<file path="config.mk">
export PLATFORM = sky130hd
export DESIGN_NAME = imm_gen_pipe_flat
export DESIGN_NICKNAME = d
export VERILOG_FILES = /design/src/rtl/imm_pkg.sv /design/src/rtl/imm_gen_pipe_if.sv /design/src/rtl/imm_decode.sv /design/src/rtl/imm_gen_pipe.sv /design/src/flat_wrapper.sv
export SDC_FILE = /design/constraint.sdc
export NUM_CORES = 1
export LEC_CHECK = 0
export ABC_AREA = 1
export BUFFER_PORTS_ARGS = -buffer_cell sky130_fd_sc_hd__buf_2
export CAP_MARGIN = 40
export CORE_MARGIN = 2
export CORE_UTILIZATION = 30
export CTS_CLUSTER_DIAMETER = 60
export DETAILED_ROUTE_END_ITERATION = 10
export SETUP_SLACK_MARGIN = 0.4
export SYNTH_ARGS = -nofsm -noshare
export SYNTH_HDL_FRONTEND = slang
export SYNTH_HIERARCHICAL = 1
export SYNTH_SLANG_ARGS = --single-unit
</file>
<file path="constraint.sdc">
create_clock -name clk -period 1.2 [get_ports clk]
set_input_delay 0.06 -clock clk [delete_from_list [all_inputs] [get_ports clk]]
set_output_delay 0.06 -clock clk [all_outputs]
set_load 0.05 [all_outputs]
</file>
<file path="src/rtl/imm_pkg.sv">
// rtl/imm_pkg.sv - immediate-format enum, RV opcode and shift funct3 constants
package imm_pkg;

    typedef enum logic [2:0] {
        FMT_NONE = 3'd0,
        FMT_I    = 3'd1,
        FMT_S    = 3'd2,
        FMT_B    = 3'd3,
        FMT_U    = 3'd4,
        FMT_J    = 3'd5
    } imm_fmt_e;

    localparam logic [6:0] OPC_LOAD   = 7'b0000011;
    localparam logic [6:0] OPC_OP_IMM = 7'b0010011;
    localparam logic [6:0] OPC_JALR   = 7'b1100111;
    localparam logic [6:0] OPC_SYSTEM = 7'b1110011;
    localparam logic [6:0] OPC_STORE  = 7'b0100011;
    localparam logic [6:0] OPC_BRANCH = 7'b1100011;
    localparam logic [6:0] OPC_LUI    = 7'b0110111;
    localparam logic [6:0] OPC_AUIPC  = 7'b0010111;
    localparam logic [6:0] OPC_JAL    = 7'b1101111;

    localparam logic [2:0] F3_SLLI = 3'b001;
    localparam logic [2:0] F3_SRXI = 3'b101;

endpackage

</file>
<file path="src/rtl/imm_gen_pipe_if.sv">
// rtl/imm_gen_pipe_if.sv - instruction-in / immediate-out handshake bundle
interface imm_gen_pipe_if #(
    parameter int XLEN  = 32,
    parameter int TAG_W = 4
) ();
    import imm_pkg::*;

    logic             in_valid;
    logic             in_ready;
    logic [31:0]      in_instr;
    logic [TAG_W-1:0] in_tag;

    logic             out_valid;
    logic             out_ready;
    logic [XLEN-1:0]  out_imm;
    imm_fmt_e         out_fmt;
    logic             out_illegal;
    logic [TAG_W-1:0] out_tag;

    modport master (
        output in_valid, in_instr, in_tag, out_ready,
        input  in_ready, out_valid, out_imm, out_fmt, out_illegal, out_tag
    );

    modport slave (
        input  in_valid, in_instr, in_tag, out_ready,
        output in_ready, out_valid, out_imm, out_fmt, out_illegal, out_tag
    );

endinterface

</file>
<file path="src/rtl/imm_decode.sv">
// rtl/imm_decode.sv - combinational RV instruction to immediate/format decoder
module imm_decode
    import imm_pkg::*;
#(
    parameter int XLEN = 32
) (
    input  logic [31:0]     instr,
    output logic [XLEN-1:0] imm,
    output imm_fmt_e        fmt,
    output logic            illegal
);

    localparam int SHAMT_W = (XLEN == 64) ? 6 : 5;

    logic [6:0]         opcode;
    logic [2:0]         funct3;
    logic [SHAMT_W-1:0] shamt;
    logic [31:0]        imm32;
    logic               is_shift;

    assign opcode = instr[6:0];
    assign funct3 = instr[14:12];
    assign shamt  = instr[20 +: SHAMT_W];

    always_comb begin
        fmt = FMT_NONE;
        case (opcode)
            OPC_LOAD, OPC_OP_IMM, OPC_JALR, OPC_SYSTEM: fmt = FMT_I;
            OPC_STORE:                                  fmt = FMT_S;
            OPC_BRANCH:                                 fmt = FMT_B;
            OPC_LUI, OPC_AUIPC:                         fmt = FMT_U;
            OPC_JAL:                                    fmt = FMT_J;
            default:                                    fmt = FMT_NONE;
        endcase
    end

    // Every format is first built as a 32-bit signed value, then widened once.
    always_comb begin
        imm32 = '0;
        case (fmt)
            FMT_I:   imm32 = {{20{instr[31]}}, instr[31:20]};
            FMT_S:   imm32 = {{20{instr[31]}}, instr[31:25], instr[11:7]};
            FMT_B:   imm32 = {{19{instr[31]}}, instr[31], instr[7], instr[30:25],
                              instr[11:8], 1'b0};
            FMT_U:   imm32 = {instr[31:12], 12'b0};
            FMT_J:   imm32 = {{11{instr[31]}}, instr[31], instr[19:12], instr[20],
                              instr[30:21], 1'b0};
            default: imm32 = '0;
        endcase
    end

    // Shifts carry funct7 in the upper immediate bits; only the shamt is kept.
    assign is_shift = (opcode == OPC_OP_IMM) && ((funct3 == F3_SLLI) || (funct3 == F3_SRXI));

    assign imm     = is_shift ? XLEN'(shamt) : XLEN'(signed'(imm32));
    assign illegal = (fmt == FMT_NONE);

endmodule

</file>
<file path="src/rtl/imm_gen_pipe.sv">
// rtl/imm_gen_pipe.sv - immediate generator with one output register and one skid entry
module imm_gen_pipe
    import imm_pkg::*;
#(
    parameter int XLEN  = 32,
    parameter int TAG_W = 4
) (
    input  logic          clk,
    input  logic          rst_n,
    imm_gen_pipe_if.slave bus
);

    typedef struct packed {
        logic [XLEN-1:0]  imm;
        imm_fmt_e         fmt;
        logic             illegal;
        logic [TAG_W-1:0] tag;
    } result_t;

    localparam result_t RES_RESET = '{imm: '0, fmt: FMT_NONE, illegal: 1'b0, tag: '0};

    logic [XLEN-1:0] dec_imm;
    imm_fmt_e        dec_fmt;
    logic            dec_illegal;
    result_t         new_res;
    result_t         out_q;
    result_t         skid_q;
    logic            out_valid_q;
    logic            skid_valid_q;
    logic            in_ready_q;
    logic            accept;
    logic            drain;

    imm_decode #(.XLEN(XLEN)) u_decode (
        .instr   (bus.in_instr),
        .imm     (dec_imm),
        .fmt     (dec_fmt),
        .illegal (dec_illegal)
    );

    assign new_res = '{imm: dec_imm, fmt: dec_fmt, illegal: dec_illegal, tag: bus.in_tag};
    assign accept  = bus.in_valid && in_ready_q;
    assign drain   = out_valid_q && bus.out_ready;

    // in_ready is simply "skid is empty", registered so it never depends on out_ready.
    always_ff @(posedge clk or negedge rst_n) begin
        if (!rst_n) begin
            out_valid_q  <= 1'b0;
            skid_valid_q <= 1'b0;
            in_ready_q   <= 1'b1;
            out_q        <= RES_RESET;
            skid_q       <= RES_RESET;
        end else if (skid_valid_q) begin
            if (drain) begin
                out_q        <= skid_q;
                skid_valid_q <= 1'b0;
                in_ready_q   <= 1'b1;
            end
        end else if (accept) begin
            if (!out_valid_q || drain) begin
                out_q       <= new_res;
                out_valid_q <= 1'b1;
            end else begin
                skid_q       <= new_res;
                skid_valid_q <= 1'b1;
                in_ready_q   <= 1'b0;
            end
        end else if (drain) begin
            out_valid_q <= 1'b0;
        end
    end

    assign bus.in_ready    = in_ready_q;
    assign bus.out_valid   = out_valid_q;
    assign bus.out_imm     = out_q.imm;
    assign bus.out_fmt     = out_q.fmt;
    assign bus.out_illegal = out_q.illegal;
    assign bus.out_tag     = out_q.tag;

endmodule

</file>
<file path="src/flat_wrapper.sv">
// flat-port wrapper written by rule: the top's interface ports become plain ports
module imm_gen_pipe_flat import imm_pkg::*;
#(
    parameter int XLEN  = 32,
    parameter int TAG_W = 4
)
  (clk, rst_n, bus_in_valid, bus_in_instr, bus_in_tag, bus_out_ready, bus_in_ready, bus_out_valid, bus_out_imm, bus_out_fmt, bus_out_illegal, bus_out_tag);
  imm_gen_pipe_if #(.XLEN(XLEN), .TAG_W(TAG_W)) bus_i ();
  input  logic clk;
  input  logic rst_n;
  input wire logic [$bits(bus_i.in_valid)-1:0] bus_in_valid;
  input wire logic [$bits(bus_i.in_instr)-1:0] bus_in_instr;
  input wire logic [$bits(bus_i.in_tag)-1:0] bus_in_tag;
  input wire logic [$bits(bus_i.out_ready)-1:0] bus_out_ready;
  output wire logic [$bits(bus_i.in_ready)-1:0] bus_in_ready;
  output wire logic [$bits(bus_i.out_valid)-1:0] bus_out_valid;
  output wire logic [$bits(bus_i.out_imm)-1:0] bus_out_imm;
  output wire logic [$bits(bus_i.out_fmt)-1:0] bus_out_fmt;
  output wire logic [$bits(bus_i.out_illegal)-1:0] bus_out_illegal;
  output wire logic [$bits(bus_i.out_tag)-1:0] bus_out_tag;
  assign bus_i.in_valid = bus_in_valid;
  assign bus_i.in_instr = bus_in_instr;
  assign bus_i.in_tag = bus_in_tag;
  assign bus_i.out_ready = bus_out_ready;
  assign bus_in_ready = bus_i.in_ready;
  assign bus_out_valid = bus_i.out_valid;
  assign bus_out_imm = bus_i.out_imm;
  assign bus_out_fmt = bus_i.out_fmt;
  assign bus_out_illegal = bus_i.out_illegal;
  assign bus_out_tag = bus_i.out_tag;
  imm_gen_pipe #(.XLEN(XLEN), .TAG_W(TAG_W)) u_core (.clk(clk), .rst_n(rst_n), .bus(bus_i));
endmodule
</file>
* Word level (Yosys, flattened, before mapping)
Index checks and enable logic that the tools add are counted.
Word-level totals: flip-flop bits (word level) 83, bits in latches 0, memory bits (writable) 0, ROM bits 0, input port bits 40, output and inout bits 42, logic and storage cells 66, memories kept 0
Cells by class: add/sub/neg operators 0, multipliers 0, divide/modulo/power cells 0, order comparisons 0, eq/ne operators 19, shifts and indexed selects 0, multiplexer cells 18, bitwise gates (word level) 2, reductions and logical operators 16
Operators with widths (count):
- 40-bit 2-to-1 mux | 4
- 32-bit case mux with 5 select lines | 1
- 32-bit 2-to-1 mux | 1
- 7-bit == test (second input constant) | 4
- 3-bit case mux with 5 select lines | 1
- 7-bit by 5-bit == test with 1-bit output (second input constant) | 2
- 7-bit by 6-bit == test with 1-bit output (second input constant) | 2
- 3-bit AND reduction | 4
- 1-bit 2-to-1 mux | 11
- 3-bit == test (second input constant) | 3
- 7-bit by 2-bit == test with 1-bit output (second input constant) | 1
- 3-bit by 1-bit == test with 1-bit output (second input constant) | 2
- 3-bit by 2-bit == test with 1-bit output (second input constant) | 2
- 2-bit nonzero test | 3
- 2-bit inequality test (second input constant) | 2
- 4-bit OR reduction | 1
- 1-bit logical AND | 3
- 3-bit zero test | 1
- 1-bit logical OR | 2
- 2-bit by 1-bit inequality test with 1-bit output (second input constant) | 1
- 1-bit inverter | 2
- 2-bit OR reduction | 1
- 1-bit zero test | 1

* Logic depth before layout (Yosys ltp)
depth in word-level cells 9, depth in mapped cells 20, mapped depth without buffers 19

* Cells and area by module
Netlist, hierarchy kept.
By module, submodules not included:
- imm_gen_pipe | instances 1, cells an instance 497, area each 3799.9 um^2, seq. area each 2078.2 um^2
- imm_decode | instances 1, cells an instance 157, area each 864.6 um^2, seq. area each 0.0 um^2

* Worst setup path after synthesis
No wires, ideal clock.
path kind in2reg, start point input bus_in_instr[5], end point register u_core.out_q (netlist bit u_core/bus.out_imm[21]), setup time 0.119 ns, arrival time 1.772 ns, required time 1.081 ns, path slack -0.691 ns, cell stages on the path 18, path buffers 2, cell sequence buf_2 -> nand2_1 -> nor2_4 -> inv_2 -> ha_1 -> nor2_1 -> nand2_1 -> nand2_4 -> nand2_4 -> nand2_4 -> nor2_8 -> buf_12 -> nand3_2 -> nand2_1 -> nand2_1 -> nand2_1 -> nand3_1 -> nand2_1
Between the ends: longest elaborated chain between the ends 9, elaborated cells on any way between the ends 23, classes of those cells 14 x eq/ne; 6 x mux; 3 x reduce/logical
RTL lines:
- from (decl) | line flat_wrapper.sv:12 | input wire logic [$bits(bus_i.in_instr)-1:0] bus_in_instr;
- 7-bit by 5-bit == test with 1-bit output, or another cell as far along | line imm_decode.sv:27 | case (opcode)
- 4-bit OR reduction or 2-bit OR reduction (tied branches) | line imm_decode.sv:27
- 3-bit case mux with 5 select lines (*) | line imm_decode.sv:27
- via u_core.dec_fmt[1] | line imm_gen_pipe.sv:23 | imm_fmt_e dec_fmt;
- 3-bit == test, or another cell as far along | line imm_decode.sv:40 | case (fmt)
- 32-bit case mux with 5 select lines (*) | line imm_decode.sv:40
- 32-bit 2-to-1 mux (*) | line imm_decode.sv:55 | assign imm = is_shift ? XLEN'(shamt) : XLEN'(signed'(imm32));
- via u_core.dec_imm[21] | line imm_gen_pipe.sv:22 | logic [XLEN-1:0] dec_imm;
- 40-bit 2-to-1 mux (*) | line imm_gen_pipe.sv:60 | if (!out_valid_q || drain) begin
- 40-bit 2-to-1 mux (*) | line imm_gen_pipe.sv:59 | end else if (accept) begin
- 40-bit 2-to-1 mux (*) | line imm_gen_pipe.sv:53 | end else if (skid_valid_q) begin
- to (signal assigned) | line imm_gen_pipe.sv:55 | out_q <= skid_q;
- to (signal assigned) | line imm_gen_pipe.sv:61 | out_q <= new_res;
- to (decl) | line imm_gen_pipe.sv:26 | result_t out_q;
The timed path passes the listed nets; every way through them passes the cells marked *. The select of a mux whose other input is x is not followed. A chain may end at the register's enable or synchronous reset.

* Final worst setup path
start point input bus_in_instr[4], end point register u_core.out_q (netlist bit u_core/bus.out_imm[30])
The elaborated chain is that of the path after synthesis.

==> results.md <==
- Final-report max-slew violation count: 0
- Setup violators final: 84
- CTS clk-pin slew, worst paths: 70 ps
- H-Tree Level Count: 3
- Gr ovfl total: 0
- Worst-Skew Late Latency: 340 ps
- Worst Path Required: 1490 ps
- Worst VDD drop: 1.03 mV
- Worst setup path endpoint: u_core/bus.out_imm[30]
- Layout cells sized above 1: 55.0%
- CORE AREA: 15,200 µm²
- Sw frac: 38.9%
- Pre-CTS WS: -722 ps
- Worst Slack Setup Final: -416 ps
- Main flop type after synthesis: dfrtp_1
- Layout Cells excl Fill: 1,059
- CP Max Fanout: 3
- Core Util, Final: 57.8%
- Met2 usage: 35.4%
- Outcome: finished with violations
- Cells after Synth: 654
- Tcrit/Tclk final: 135%
- Sequential power share: 27.8%
- Hold Vio Cnt, Final: 0
- RSZ-0062 raised after global routing: yes
- Avg Cell Area, Syn: 7.13 µm²
- GRT Max-Usage Layer: met2
- CTS sink count: 83
- Final #Nets: 909
- Syn Std Cell Area: 4660 µm²
- M1 GR Usage: 29.1%
- Maxcap violations: 0
- Worst reg2reg path startpoint: u_core/bus.in_ready
- Seq/Total Area, Yosys: 44.6%
- Total GRT Usage: 21.9%
- Worst setup startpoint: bus_in_instr[4]
- Clk root buf: clkbuf_16
- Arrival @ worst endpoint: 1900 ps
- Lkg Pwr: 4.52 nW
- Ys Warns: 6
- Worst-path cell chain: buf_8, inv_4, nand3_4, inv_2, nand4_1, o21ai_2, inv_2, ha_4, nor2_4, nand2_2, nand2_4, nand2_4, nand2_8, nand3_4, buf_4, nand2_2, nand2_1, nand2_1, nand3_1, nand2_1
- DRT antenna net count: 0
- Power share of the combinational group: 51.1%
- Synth top area cells: dfrtp_1, nand2_1, nand3_1, buf_2, nand3_2
- CTS tree: done
- Violated checks: negative setup slack
- Post-route minimum period: 1620 ps
- WL/cell: 19.7 µm
- Crit-path max cell delay: 170 ps
- Worst slew pin tran: 382 ps
- Die Y-Extent: 129 µm
- Power Internal: 7.62 mW
- FP Rows: 45
- Via count: 5,620
- Ant diodes: 0
- Most used cell, CP: nand2_1
- CP max-delay cell: ha_4
- FF+latch count, synth: 83
- Vias in the first global route: 5,136
- Post-synth top area share: 44.0%
- EDFF count, synth: 0
- Skew final: 8.52 ps
- Final WL: 20,900 µm
- Distinct cells, synth: 31
- Routing usage on met3: 4.03%
- First-pass GRT wire length: 28,000 µm
- Slew HR: 74.5%
- Kind of critical path: input port to flop
- Top Ports: 82
- IO Port Bufs: 81
- Worst Setup Start Kind: input port
- Highest Clock Rate: 0.619 GHz
- First DRT Iteration DRCs: 692
- FFs w/ async S/R, synth: 100%
- Drt drc: 0
- Placer Congestion: 0.830
- Vias/cell: 5.31
- Pin count of the biggest net entering global routing: 44
- NetSw: 4.85 mW
- Max Root-Sink Buffers: 2
- CTS buffer count: 9
- Syn nets: 695
- Dpl hpwl: 9180 µm
- Min-Delay Path Class: input port to flop
- Syn-to-layout area delta: 88.3%
- Antenna violations before repair: 0
- R2R depth: 8
- Reg2Reg Setup Slack: -360 ps
- Clock power frac: 21.1%
- Placed cells: 948
- Die Wd: 129 µm
- Cell accounting for the most synthesized area: dfrtp_1
- Power per cell area: 1420 nW/µm²
- DRT Pass-1 Iters: 5
- CP endpoint kind: flop
- Die area: 16,600 µm²
- Starting density of the core: 30.7%
- Reg-to-Reg End: u_core/skid_q[15]
==> power by group through the flow <==
stage	Sequential (mW)	Combinational [mW]	Clock, mW
2_1_floorplan	4.21	1.24	0
3_3_place_gp	3.40	3.23	0
3_5_place_dp	3.41	3.23	0
4_1_cts	3.42	5.54	2.61
5_1_grt	3.49	6.56	2.80
6_report	3.47	6.37	2.63
==> kinds of logic after synthesis <==
| group | count (synthesis) | synth area share, % |
|---|---|---|
| adder cells (fa/ha/maj) | 1 | 0.268 |
| AND/OR/NAND/NOR | 491 | 46.1 |
| buffers and inverters | 66 | 7.35 |
| AO/OA/AOI/OAI | 13 | 1.69 |
| flip-flops | 83 | 44.6 |
==> final cells by class <==
type,count,area [µm²]
tap,188,235
clock inverter,2,12.5
inverter,28,158
sequential,83,2080
timing repair inverter,1,8.76
clock buffer,12,256
timing repair buffer,239,2790
fill,1187,6420
multi-input combinational,506,3240
==> cell usage in the layout (no fill, tap or decap), drive strengths merged, types with 5 or more instances in the layout <==
master / count
nor2: 20
buf: 226
clkbuf: 15
bufbuf: 5
inv: 27
a21oi: 8
dfrtp: 82
nand2: 355
dlygate4sd3: 5
nand3: 110
==> per-layer routing <==
metal / routed length, µm / vias to the layer above
met5: 0 / -
met4: 1160 / 0
met3: 1480 / 85
met2: 10200 / 329
met1: 8050 / 2712
li1: - / 2494
==> synthesized netlist by cell type, types with 2 or more instances <==
| master | count |
|---|---|
| nand3_2 | 13 |
| a21oi_1 | 8 |
| dfrtp_1 | 82 |
| nand2_2 | 3 |
| o21ai_0 | 2 |
| buf_2 | 33 |
| nand2_4 | 3 |
| inv_2 | 5 |
| nand3_1 | 97 |
| inv_1 | 21 |
| nand2_1 | 348 |
| buf_6 | 2 |
| nor2_2 | 2 |
| nor2_1 | 14 |
| nor2_4 | 2 |
| nand4_1 | 4 |
==> stage by stage <==
stage                     instance area [µm²]  power (mW)  hold slack (ps)  TNS [ps]
after floorplan                          4790        5.45             -236    -29350
after global placement                   5800        6.63            -61.7    -42630
after detailed placement                 5800        6.64            -63.8    -44060
after CTS                                7930        11.6             1.27    -16190
after global routing                     8780        12.9             93.4    -28820
final                                    8780        12.5              108    -23900
==> registers in the layout, indices dropped and copies added, names as in the netlist <==
signal / flops
u_core/bus.in_ready: 1
u_core/bus.out_fmt: 3
u_core/bus.out_illegal: 1
u_core/bus.out_imm: 32
u_core/bus.out_tag: 4
u_core/bus.out_valid: 1
u_core/skid_q: 40
u_core/skid_valid_q: 1
==> critical path, delay by kind of cell <==
kind / cells / cell delay [ps]
AO/OA/AOI/OAI: 1 / 100
adder cells (fa/ha/maj): 1 / 170
buffers and inverters: 5 / 440
AND/OR/NAND/NOR: 13 / 1140
==> how the worst min path moves through the flow <==
stage / to / from / depth (start not counted) / slack (ps)
6_report: u_core/skid_q[14] / bus_in_instr[26] / 5 / 110
5_1_grt: u_core/bus.in_ready / bus_in_valid / 4 / 90
4_1_cts: u_core/bus.in_ready / bus_in_valid / 4 / 1
3_5_place_dp: u_core/bus.out_tag[2] / rst_n / 1 / -60
3_3_place_gp: u_core/bus.out_tag[2] / rst_n / 1 / -60
2_1_floorplan: u_core/bus.out_fmt[0] / rst_n / 0 / -240
==> repair_timing <==
item	4_1_cts	5_1_grt
hold buffers	5	0
setup buffers	41	26
gates cloned	21	4
gates resized for setup	277	147
endpoints found under the hold margin	86	0
pin swaps	105	88
endpoints found under the setup margin	125	125
Note: power is estimated with default switching activity, not from simulation.
